### config.mk
export PLATFORM = sky130hd
export DESIGN_NAME = pe_config
export DESIGN_NICKNAME = d
export VERILOG_FILES = /design/src/rtl/pe_config.sv
export SDC_FILE = /design/constraint.sdc
export NUM_CORES = 1
export LEC_CHECK = 0
export ABC_AREA = 0
export CAP_MARGIN = 20
export CORE_AREA = 3 3 233 235
export CTS_CLUSTER_SIZE = 10
export DETAILED_ROUTE_END_ITERATION = 6
export DIE_AREA = 0 0 236 238
export PLACE_DENSITY = 0.37
export RECOVER_POWER = 25
export SLEW_MARGIN = 5
export SYNTH_ARGS = -nofsm -noshare
export SYNTH_HDL_FRONTEND = slang
export SYNTH_SLANG_ARGS = --single-unit
export TNS_END_PERCENT = 20
### constraint.sdc
create_clock -name clk -period 4 [get_ports clk]
set_input_delay 0.6 -clock clk [delete_from_list [all_inputs] [get_ports clk]]
set_output_delay 0.6 -clock clk [all_outputs]
set_load 0.1 [all_outputs]
### src/rtl/pe_config.sv
// pe_config: sequences the PE-array feed/drain and the TB/CB buffer ports
// through the PRD stage (nonlinear handshake, then three 12-cycle phases).
// Optional macro PE_CONFIG_NEW_UPD_STAGE_EN adds the NEW/UPD stages: each is
// a nonlinear wait followed by one PRD_1-shaped phase.
module pe_config #(
  parameter int X            = 4,
  parameter int Y            = 4,
  parameter int L            = 4,
  parameter int RSA_DW       = 16,
  parameter int TB_AW        = 12,
  parameter int CB_AW        = 19,
  parameter int MAX_LANDMARK = 500,
  parameter int GROUP_LEN    = 16
) (
  input  logic                   clk,
  input  logic                   sys_rst,
  input  logic [GROUP_LEN-1:0]   landmark_num,
  input  logic [GROUP_LEN-1:0]   cov_row_num,
  input  logic [GROUP_LEN-1:0]   group_num,
  input  logic [2:0]             stage_val,
  input  logic [2:0]             nonlinear_rdy,
  output logic [2:0]             stage_rdy,
  output logic [2:0]             nonlinear_val,
  output logic [X-1:0]           A_in_sel,
  output logic [X-1:0]           A_in_en,
  output logic [Y-1:0]           B_in_en,
  output logic [2*(Y-1):0]       B_in_sel,
  output logic [2*(X-1):0]       M_in_sel,
  output logic [X-1:0]           M_in_en,
  output logic [2*(X-1):0]       C_out_sel,
  output logic [X-1:0]           C_out_en,
  output logic [L-1:0]           TB_dinb_sel,
  output logic [L-1:0]           TB_douta_sel,
  output logic [L-1:0]           TB_doutb_sel,
  output logic [L-1:0]           TB_ena,
  output logic [L-1:0]           TB_enb,
  output logic [L-1:0]           TB_wea,
  output logic [L-1:0]           TB_web,
  output logic [L*RSA_DW-1:0]    init_TB_dina,
  output logic [L*TB_AW-1:0]     TB_addra,
  output logic [L*TB_AW-1:0]     TB_addrb,
  output logic [L-1:0]           CB_dinb_sel,
  output logic [L-1:0]           CB_douta_sel,
  output logic [L-1:0]           CB_doutb_sel,
  output logic [L-1:0]           CB_ena,
  output logic [L-1:0]           CB_enb,
  output logic [L-1:0]           CB_wea,
  output logic [L-1:0]           CB_web,
  output logic [L*RSA_DW-1:0]    init_CB_dina,
  output logic [L*RSA_DW-1:0]    CB_dinb,
  output logic [L*CB_AW-1:0]     CB_addra,
  output logic [L*CB_AW-1:0]     CB_addrb
);

  localparam int BW = 2*(Y-1)+1;
  localparam int CW = 2*(X-1)+1;
  localparam logic [L-1:0] LANE_MASK = L'(3'b111);
  localparam logic [X-1:0] X_MASK    = X'(3'b111);
  localparam logic [Y-1:0] Y_MASK    = Y'(3'b111);
  // TB row offsets of the working matrices
  localparam logic [3:0] F_XI   = 4'd0;
  localparam logic [3:0] F_XI_T = 4'd3;
  localparam logic [3:0] T_COV  = 4'd6;
  localparam logic [3:0] F_COV  = 4'd9;

  typedef enum logic [2:0] {
    IDLE,
    PRD_NONLINEAR,
    PRD_1,
    PRD_2,
    PRD_3
`ifdef PE_CONFIG_NEW_UPD_STAGE_EN
    ,
    NEW_NONLINEAR,
    UPD_NONLINEAR
`endif
  } state_t;

  state_t                state, state_nx;
  logic [3:0]            cnt, cnt_nx;
  logic                  latch;
  logic [GROUP_LEN-1:0]  landmark_q, cov_row_q, group_q;
  logic                  in_phase;
  logic [1:0]            sel;
  logic [3:0]            a_base, wr_base;
  logic                  unused_bits;
`ifdef PE_CONFIG_NEW_UPD_STAGE_EN
  logic                  single_q, single_nx;
`endif

  // State, phase counter and latched stage parameters
  always_ff @(posedge clk or negedge sys_rst) begin
    if (!sys_rst) begin
      state      <= IDLE;
      cnt        <= '0;
      landmark_q <= '0;
      cov_row_q  <= '0;
      group_q    <= '0;
`ifdef PE_CONFIG_NEW_UPD_STAGE_EN
      single_q   <= 1'b0;
`endif
    end else begin
      state <= state_nx;
      cnt   <= cnt_nx;
`ifdef PE_CONFIG_NEW_UPD_STAGE_EN
      single_q <= single_nx;
`endif
      if (latch) begin
        landmark_q <= (landmark_num > GROUP_LEN'(MAX_LANDMARK)) ?
                      GROUP_LEN'(MAX_LANDMARK) : landmark_num;
        cov_row_q  <= cov_row_num;
        group_q    <= group_num;
      end
    end
  end

  // Next-state: stage request priority PRD > NEW > UPD, 12-cycle phases
  always_comb begin
    state_nx = state;
    cnt_nx   = cnt;
    latch    = 1'b0;
`ifdef PE_CONFIG_NEW_UPD_STAGE_EN
    single_nx = single_q;
`endif
    case (state)
      IDLE: begin
        if (stage_val[0]) begin
          state_nx = PRD_NONLINEAR;
          latch    = 1'b1;
        end
`ifdef PE_CONFIG_NEW_UPD_STAGE_EN
        else if (stage_val[1]) begin
          state_nx = NEW_NONLINEAR;
          latch    = 1'b1;
        end else if (stage_val[2]) begin
          state_nx = UPD_NONLINEAR;
          latch    = 1'b1;
        end
`endif
      end
      PRD_NONLINEAR: begin
        if (nonlinear_rdy[0]) begin
          state_nx = PRD_1;
          cnt_nx   = '0;
`ifdef PE_CONFIG_NEW_UPD_STAGE_EN
          single_nx = 1'b0;
`endif
        end
      end
`ifdef PE_CONFIG_NEW_UPD_STAGE_EN
      NEW_NONLINEAR: begin
        if (nonlinear_rdy[1]) begin
          state_nx  = PRD_1;
          cnt_nx    = '0;
          single_nx = 1'b1;
        end
      end
      UPD_NONLINEAR: begin
        if (nonlinear_rdy[2]) begin
          state_nx  = PRD_1;
          cnt_nx    = '0;
          single_nx = 1'b1;
        end
      end
`endif
      PRD_1, PRD_2, PRD_3: begin
        if (cnt == 4'd11) begin
          cnt_nx = '0;
          if (state == PRD_1) begin
`ifdef PE_CONFIG_NEW_UPD_STAGE_EN
            state_nx = single_q ? IDLE : PRD_2;
`else
            state_nx = PRD_2;
`endif
          end else if (state == PRD_2) begin
            state_nx = PRD_3;
          end else begin
            state_nx = IDLE;
          end
        end else begin
          cnt_nx = cnt + 4'd1;
        end
      end
      default: begin
        state_nx = IDLE;
        cnt_nx   = '0;
      end
    endcase
  end

  // Per-phase select value and buffer row bases
  always_comb begin
    in_phase = 1'b0;
    sel      = 2'd0;
    a_base   = F_XI;
    wr_base  = T_COV;
    case (state)
      PRD_1: begin in_phase = 1'b1; sel = 2'd0; a_base = F_XI;  wr_base = T_COV; end
      PRD_2: begin in_phase = 1'b1; sel = 2'd1; a_base = T_COV; wr_base = F_COV; end
      PRD_3: begin in_phase = 1'b1; sel = 2'd2; a_base = F_COV; wr_base = 4'd0;  end
      default: ;
    endcase
  end

  // Latched counts are kept for downstream stages; unused here
  always_comb begin
`ifdef PE_CONFIG_NEW_UPD_STAGE_EN
    unused_bits = ^{landmark_q, cov_row_q, group_q};
`else
    unused_bits = ^{landmark_q, cov_row_q, group_q, stage_val[2:1], nonlinear_rdy[2:1]};
`endif
  end

  // Output decode from state and phase counter
  always_comb begin
    stage_rdy     = (state == IDLE) ? 3'b111 : 3'b000;
    nonlinear_val = '0;
    A_in_sel      = '0;
    A_in_en       = '0;
    B_in_en       = '0;
    B_in_sel      = '0;
    M_in_sel      = '0;
    M_in_en       = '0;
    C_out_sel     = '0;
    C_out_en      = '0;
    TB_dinb_sel   = '0;
    TB_douta_sel  = '0;
    TB_doutb_sel  = '0;
    TB_ena        = '0;
    TB_enb        = '0;
    TB_wea        = '0;
    TB_web        = '0;
    init_TB_dina  = '0;
    TB_addra      = '0;
    TB_addrb      = '0;
    CB_dinb_sel   = '0;
    CB_douta_sel  = '0;
    CB_doutb_sel  = '0;
    CB_ena        = '0;
    CB_enb        = '0;
    CB_wea        = '0;
    CB_web        = '0;
    init_CB_dina  = '0;
    CB_dinb       = '0;
    CB_addra      = '0;
    CB_addrb      = '0;

    case (state)
      PRD_NONLINEAR: nonlinear_val = 3'b001;
`ifdef PE_CONFIG_NEW_UPD_STAGE_EN
      NEW_NONLINEAR: nonlinear_val = 3'b010;
      UPD_NONLINEAR: nonlinear_val = 3'b100;
`endif
      default: ;
    endcase

    if (in_phase) begin
      // A comes from TB port a; B from CB port a (PRD_1) or TB port b (PRD_2)
      if (cnt <= 4'd2) begin
        TB_ena       = LANE_MASK;
        TB_douta_sel = L'(sel);
        for (int unsigned i = 0; i < 3; i++)
          TB_addra[i*TB_AW +: TB_AW] = TB_AW'(a_base) + TB_AW'(cnt);
        if (state == PRD_1) begin
          CB_ena       = LANE_MASK;
          CB_douta_sel = L'(sel);
          for (int unsigned i = 0; i < 3; i++)
            CB_addra[i*CB_AW +: CB_AW] = CB_AW'(cnt);
        end else if (state == PRD_2) begin
          TB_enb       = LANE_MASK;
          TB_doutb_sel = L'(sel);
          for (int unsigned i = 0; i < 3; i++)
            TB_addrb[i*TB_AW +: TB_AW] = TB_AW'(F_XI_T) + TB_AW'(cnt);
        end
      end
      // A_in_sel is one bit per lane, so only the low select bit survives
      if (cnt >= 4'd3 && cnt <= 4'd5) begin
        A_in_en  = X_MASK;
        A_in_sel = sel[0] ? X_MASK : '0;
        B_in_en  = Y_MASK;
        B_in_sel = BW'(sel);
      end
      if (cnt >= 4'd8 && cnt <= 4'd10) begin
        C_out_en  = X_MASK;
        C_out_sel = CW'(sel);
      end
      // Result write-back on port b; PRD_3 writes the covariance into CB
      if (cnt >= 4'd9) begin
        if (state == PRD_3) begin
          CB_enb      = LANE_MASK;
          CB_web      = LANE_MASK;
          CB_dinb_sel = L'(sel);
          for (int unsigned i = 0; i < 3; i++)
            CB_addrb[i*CB_AW +: CB_AW] = CB_AW'(cnt - 4'd9);
        end else begin
          TB_enb      = LANE_MASK;
          TB_web      = LANE_MASK;
          TB_dinb_sel = L'(sel);
          for (int unsigned i = 0; i < 3; i++)
            TB_addrb[i*TB_AW +: TB_AW] = TB_AW'(wr_base) + TB_AW'(cnt - 4'd9);
        end
      end
    end
  end

endmodule

==> results of run 1 <==
-- per-layer routing --
layer  up-vias  global-route usage, %  wire (µm)  part of all wire [%]
met2       231                   6.74       6740                    55
met5         -                      0          0                     0
met3         5                   1.06       1330                    11
li1       1204                      -          -                     -
met1      1187                   4.16       4230                    34
met4         0                  0.277         27                  0.22
-- flip-flops by register name (all words and copies together) (netlist names) --
signal / flops
cnt: 4
state: 3
-- report_power, final --
group | leakage (nW) | total, W | internal, W | switching (W)
Clock | 0.0409 | 0.000170 | 0.000131 | 0.0000387
Combinational | 2.73 | 0.00415 | 0.000492 | 0.00365
Sequential | 0.0909 | 0.000140 | 0.0000992 | 0.0000411
-- final timing paths --
check / startpoint / end / depth (start not counted)
max: state[1] / TB_addrb[28] / 9
min: state[2] / state[1] / 2
max reg2reg: state[1] / state[0] / 5
min reg2reg: state[2] / state[1] / 2
max in group asynchronous: sys_rst / cnt[2] / 1
min in group asynchronous: sys_rst / state[0] / 1
-- worst reg2reg max path: cells and delay by family (launching register included) --
kind	cells	cell delay, ns
AO/OA/AOI/OAI	3	0.96
flip-flops	1	0.48
AND/OR/NAND/NOR	1	0.24
buffers and inverters	1	0.11
-- cell usage in the layout, fill, tap and decap left out, types with 2 or more instances in the layout --
| cell type | instances |
|---|---|
| nor2b_1 | 2 |
| buf_12 | 84 |
| inv_1 | 15 |
| and3_1 | 3 |
| dlygate4sd3_1 | 2 |
| nor3_1 | 3 |
| nand2b_1 | 3 |
| nor2_2 | 2 |
| fa_1 | 2 |
| ha_1 | 13 |
| dfrtp_1 | 7 |
| a21oi_1 | 7 |
| clkbuf_1 | 28 |
| o21ai_0 | 6 |
| nor2_1 | 24 |
| clkbuf_16 | 3 |
| buf_4 | 57 |
| nand2_1 | 10 |
| conb_1 | 386 |
| nand3b_1 | 3 |
| xnor2_1 | 2 |
| xor2_1 | 4 |
| a21o_1 | 4 |
| o21a_1 | 2 |
-- cells by family after synthesis --
group | share of synthesized area, %
simple gates | 6.10
fa+ha+maj | 4.17
other cells | 0.0772
compound gates | 4.33
xor+xnor | 1.08
flops | 3.60
buf+inv | 80.3
mux | 0.309
-- metrics by stage --
step	cells	hold slack (ns)
after floorplan	1034	0.304
after global placement	1381	0.626
after detailed placement	1381	0.637
after CTS	1385	0.651
after global routing	1385	0.707
final	1386	0.638
-- cell type report --
class	instances	area share [%]
timing repair buffer	172	39.7
clock inverter	1	0.0886
sequential	7	3.10
antenna	1	0.0443
clock buffer	3	1.33
inverter	16	1.15
multi-input combinational	498	39.3
tap	688	15.2
==> metrics, run 1 <==
CTS Buffer Depth 2; Leak 2.86 nW; placed inst area 5680 µm²; Syn-to-layout area delta 16.3%; port bufs 160; top cells by count, synth buf_4, nor2_1, inv_1; Worst path slowest cell nor2_1; Most common cell on crit path nor2_1; critical path class reg -> out; H-tree depth 1; sequential-to-total area share from yosys stat 3.60%; Yosys reg bits 7; count of final hold-check violations 0; Detailed Route WL around 12,000 µm; via/cell ratio approximately 1.9; Synth cell types 46; Mapped Area ~5000 µm²; RSZ-0062 raised after global routing false; cell count after synthesis around 650; vias in the first global route roughly 1,900; Syn. warnings 0; Worst Hold Class reg -> reg; Hold-fix buffers, CTS 0; largest net degree at the start of global routing 22; CORE AREA approximately 52,000 µm²; GR Util All Layers 3.59%; IO Pins around 600; Mapped Avg Cell Area approximately 7.5 µm²; clk slew on worst S/H paths about 0.040 ns; Worst path max stage delay approximately 0.51 ns; DRT antenna net count 0; register area 175 µm²; outcome completed; prevailing post-synth register cell dfrtp_1; Root Buffer clkbuf_16; global route overflow 0; Placement Setup Slack 0.452 ns; post-DP HPWL between 10,000 and 15,000 µm; first-pass GRT wire length approximately 15,000 µm; Worst Path Arrival 3.09 ns; most frequent cell after synthesis buf_4; Tmin final between 3 and 4 ns; Required @ worst endpoint between 3 and 4 ns; Initial DRC Count between 60 and 70; Async SR Flop Fraction 100%; Die W between 200 and 250 µm; Final Instance Area roughly 5700 µm²; final core utilization 10.8%; slew margin rel. between 10% and 20%; CP Capture Type output port; Setup-failing EPs final 0; setup slack after layout between 0.3 and 0.4 ns; dominant cells by area after synthesis buf_4, dfrtp_1, ha_1; Reg2Reg Setup Slack between 2 and 2.5 ns; clk_lat worst skew around 0.23 ns; gpl congestion 0.697; period utilization about 92%; Yosys top cell by area buf_4; Worst VDD drop 0.000482 V; initial antenna violation count 1; die height about 240 µm; crit start category flop; fillcell total just over 6,000; total clock buffers created by CTS 3; Initial Util 9.27%; Num Clock Sinks 7; Synth top area share 78.3%; CP Max Fanout 9; Slew @ Worst Pin 1.31 ns; CTS tree done; Via Count between 2,000 and 3,000; layout cells sized above 1 between 20 and 25%; WL per Instance a little under 9 µm; die area ~56,000 µm²; # nets final between 700 and 800; max cap viols 0; Cell Pwr Density a little under 800 nW/µm²; multi-input logic area about 2200 µm²; Overall Power 0.00446 W; max-slew violations 0; Resize count post-CTS 0; fmax roughly 0.27 GHz; final setup TNS 0 ns; DRT Pass-1 Iters 4; EDFF count, synth 0; CP Cell Sequence or3b_4 -> clkinv_4 -> nor2_1 -> fa_1 -> a21o_1 -> a21oi_1 -> xor2_1 -> nor2_1 -> buf_12; row count between 80 and 90; DRC Markers 0; Setup Skew 0.00317 ns; Critical path buffers and inverters 2; Crit path max-delay family simple AND/OR/NAND/NOR gates; setup bufs post-CTS 0
No activity file was read; power rests on OpenSTA's default activity.
==> run 2, diff against run 1 <==
--- a/config.mk
+++ b/config.mk
@@ -12,7 +12,7 @@
 export DETAILED_ROUTE_END_ITERATION = 6
 export DIE_AREA = 0 0 236 238
 export PLACE_DENSITY = 0.37
-export RECOVER_POWER = 25
+export RECOVER_POWER = 100
 export SLEW_MARGIN = 5
 export SYNTH_ARGS = -nofsm -noshare
 export SYNTH_HDL_FRONTEND = slang
==> metrics, run 2 (synthesis gave the netlist of run 1 again) <==
Worst VDD drop 0.000482 V (about the same); Initial DRC Count 69 (+13%); reg2reg path depth 5 (unchanged); initial antenna violation count 1 (unchanged); Min-Delay Path Depth 2 (unchanged); layout cells sized above 1 20.2% (-1.9 points); setup bufs post-CTS 0 (unchanged); # placed instances 1,381 (unchanged); die area 56,200 µm² (unchanged); total clock buffers created by CTS 3 (unchanged); Setup Skew 0.00316 ns (-0.0000152 ns); max-slew violations 0 (unchanged); Tmin final 3.74 ns (+0.0481 ns); vias in the first global route 1,908 (unchanged); Root Buffer clkbuf_16; Initial Util 9.27% (unchanged); final core utilization 9.73% (-1.0 points); Detailed Route WL 12,400 µm (+0.28%); die height 238 µm (unchanged); GR Util All Layers 3.59% (unchanged); via/cell ratio 1.90 (+0.38%); Die W 236 µm (unchanged); max cap viols 0 (unchanged); CP Capture Type output port; most common cell after layout, fill and taps aside conb_1; CTS Buffer Depth 2 (unchanged); fmax 0.268 GHz (-1.3%); Slew @ Worst Pin 1.31 ns (unchanged); CTS tree done; top flop regs cnt: 4 flops, state: 3 flops; Hold EP state[1]; Leak 2.69 nW (-5.8%); port bufs 160 (unchanged); largest net degree at the start of global routing 22 (unchanged); CP Max Fanout 21 (+12); multi-input logic area 2220 µm² (about the same); period utilization 93.4% (+1.2 points); post-DP HPWL 11,400 µm (unchanged); outcome completed; Biggest register cnt; # nets final 769 (unchanged); Reg2Reg Setup Slack 2.10 ns (about the same); IO Pins 599 (unchanged); clk slew on worst S/H paths 0.04 ns (about the same); WL per Instance 8.91 µm (+0.28%); register area 175 µm² (unchanged); Syn-to-layout area delta 5.05%; fillcell total 6,112 (+1.3%); hold path start state[2]; Setup-failing EPs final 0 (unchanged); global route overflow 0 (unchanged); clk_lat worst skew 0.23 ns (about the same); DRT Pass-1 Iters 4 (unchanged); DRT antenna net count 0 (unchanged); critical path class reg -> out; final setup TNS 0 ns (unchanged); Hold-fix buffers, CTS 0 (unchanged); Cell Pwr Density 856 nW/µm² (+8.6%); first-pass GRT wire length 14,700 µm (unchanged); row count 84 (unchanged); Worst Path Arrival 3.14 ns (+0.05 ns); worst r2r dst state[0]; count of final hold-check violations 0 (unchanged); commonest cells after routing, fill and taps aside conb_1, buf_12, clkbuf_1; Resize count post-CTS 0 (unchanged); RSZ-0062 raised after global routing false; DRC Markers 0 (unchanged); CORE AREA 52,400 µm² (unchanged); Via Count 2,637 (+0.38%); Required @ worst endpoint 3.40 ns (about the same); H-tree depth 1 (unchanged); Worst Hold Class reg -> reg; slew margin rel. 13.3% (unchanged); gpl congestion 0.697 (unchanged); Num Clock Sinks 7 (unchanged); max FFs per register 4 (unchanged); crit start category flop; fin cells 1,386 (unchanged); reg2reg start state[1]
run 2: critical path, stage by stage (launching register included):
cell and delay [ns]:
dfrtp_1 0.37, clkbuf_2 0.21, ha_1 0.25, o41ai_1 0.69
or2_0 0.44, inv_1 0.27, o211a_1 0.18, buf_6 0.17
clkbuf_4 0.30
run 2: how the worst max path moves through the flow:
stage | start | endpoint | slack (ns) | depth (start not counted)
floorplan | state[2] | TB_addra[16] | -0.60 | 10
global placement | state[1] | TB_addrb[4] | 0.49 | 9
detailed placement | state[1] | TB_addrb[28] | 0.45 | 9
CTS | state[1] | TB_addrb[28] | 0.20 | 9
global route | cnt[0] | CB_addrb[41] | 0.04 | 6
finish | cnt[0] | TB_addrb[17] | 0.26 | 8
run 2: layer usage:
metal / GRT usage (%) / vias up / wire, µm
met4: 0.277 / 0 / 27
met1: 4.16 / 1197 / 4260
li1: - / 1204 / -
met2: 6.74 / 231 / 6730
met3: 1.06 / 5 / 1340
met5: 0 / - / 0
run 2: where the power goes:
part / leakage [nW] / switching (W) / internal [W]
logic: 2.56 / 0.00365 / 0.000410
clock network: 0.0409 / 0.0000386 / 0.000131
registers: 0.0909 / 0.0000407 / 0.0000992
total: 2.69 / 0.00373 / 0.000641
run 2: stage by stage:
step | power [W] | setup WS (ns) | area (µm²) | hold slack (ns)
after global placement | 0.00442 | 0.487 | 5680 | 0.626
after global routing | 0.00457 | 0.0432 | 5100 | 0.707
after CTS | 0.00461 | 0.196 | 5760 | 0.651
after detailed placement | 0.00443 | 0.452 | 5680 | 0.637
after floorplan | 0.00423 | -0.604 | 6310 | 0.304
final | 0.00437 | 0.265 | 5100 | 0.638
run 2: cell type report:
cell class | count | area share [%]
inverter | 16 | 1.27
antenna | 1 | 0.0490
clock inverter | 1 | 0.0980
tap | 688 | 16.9
clock buffer | 3 | 1.47
multi-input combinational | 498 | 43.5
timing repair buffer | 172 | 33.3
sequential | 7 | 3.43
==> run 3, diff against run 2 <==
--- a/config.mk
+++ b/config.mk
@@ -8,6 +8,7 @@
 export ABC_AREA = 0
 export CAP_MARGIN = 20
 export CORE_AREA = 3 3 233 235
+export CTS_CLUSTER_DIAMETER = 80
 export CTS_CLUSTER_SIZE = 10
 export DETAILED_ROUTE_END_ITERATION = 6
 export DIE_AREA = 0 0 236 238
==> results of run 3 <==
Same layout as run 2: the final DEF is identical, and so are final timing and power.
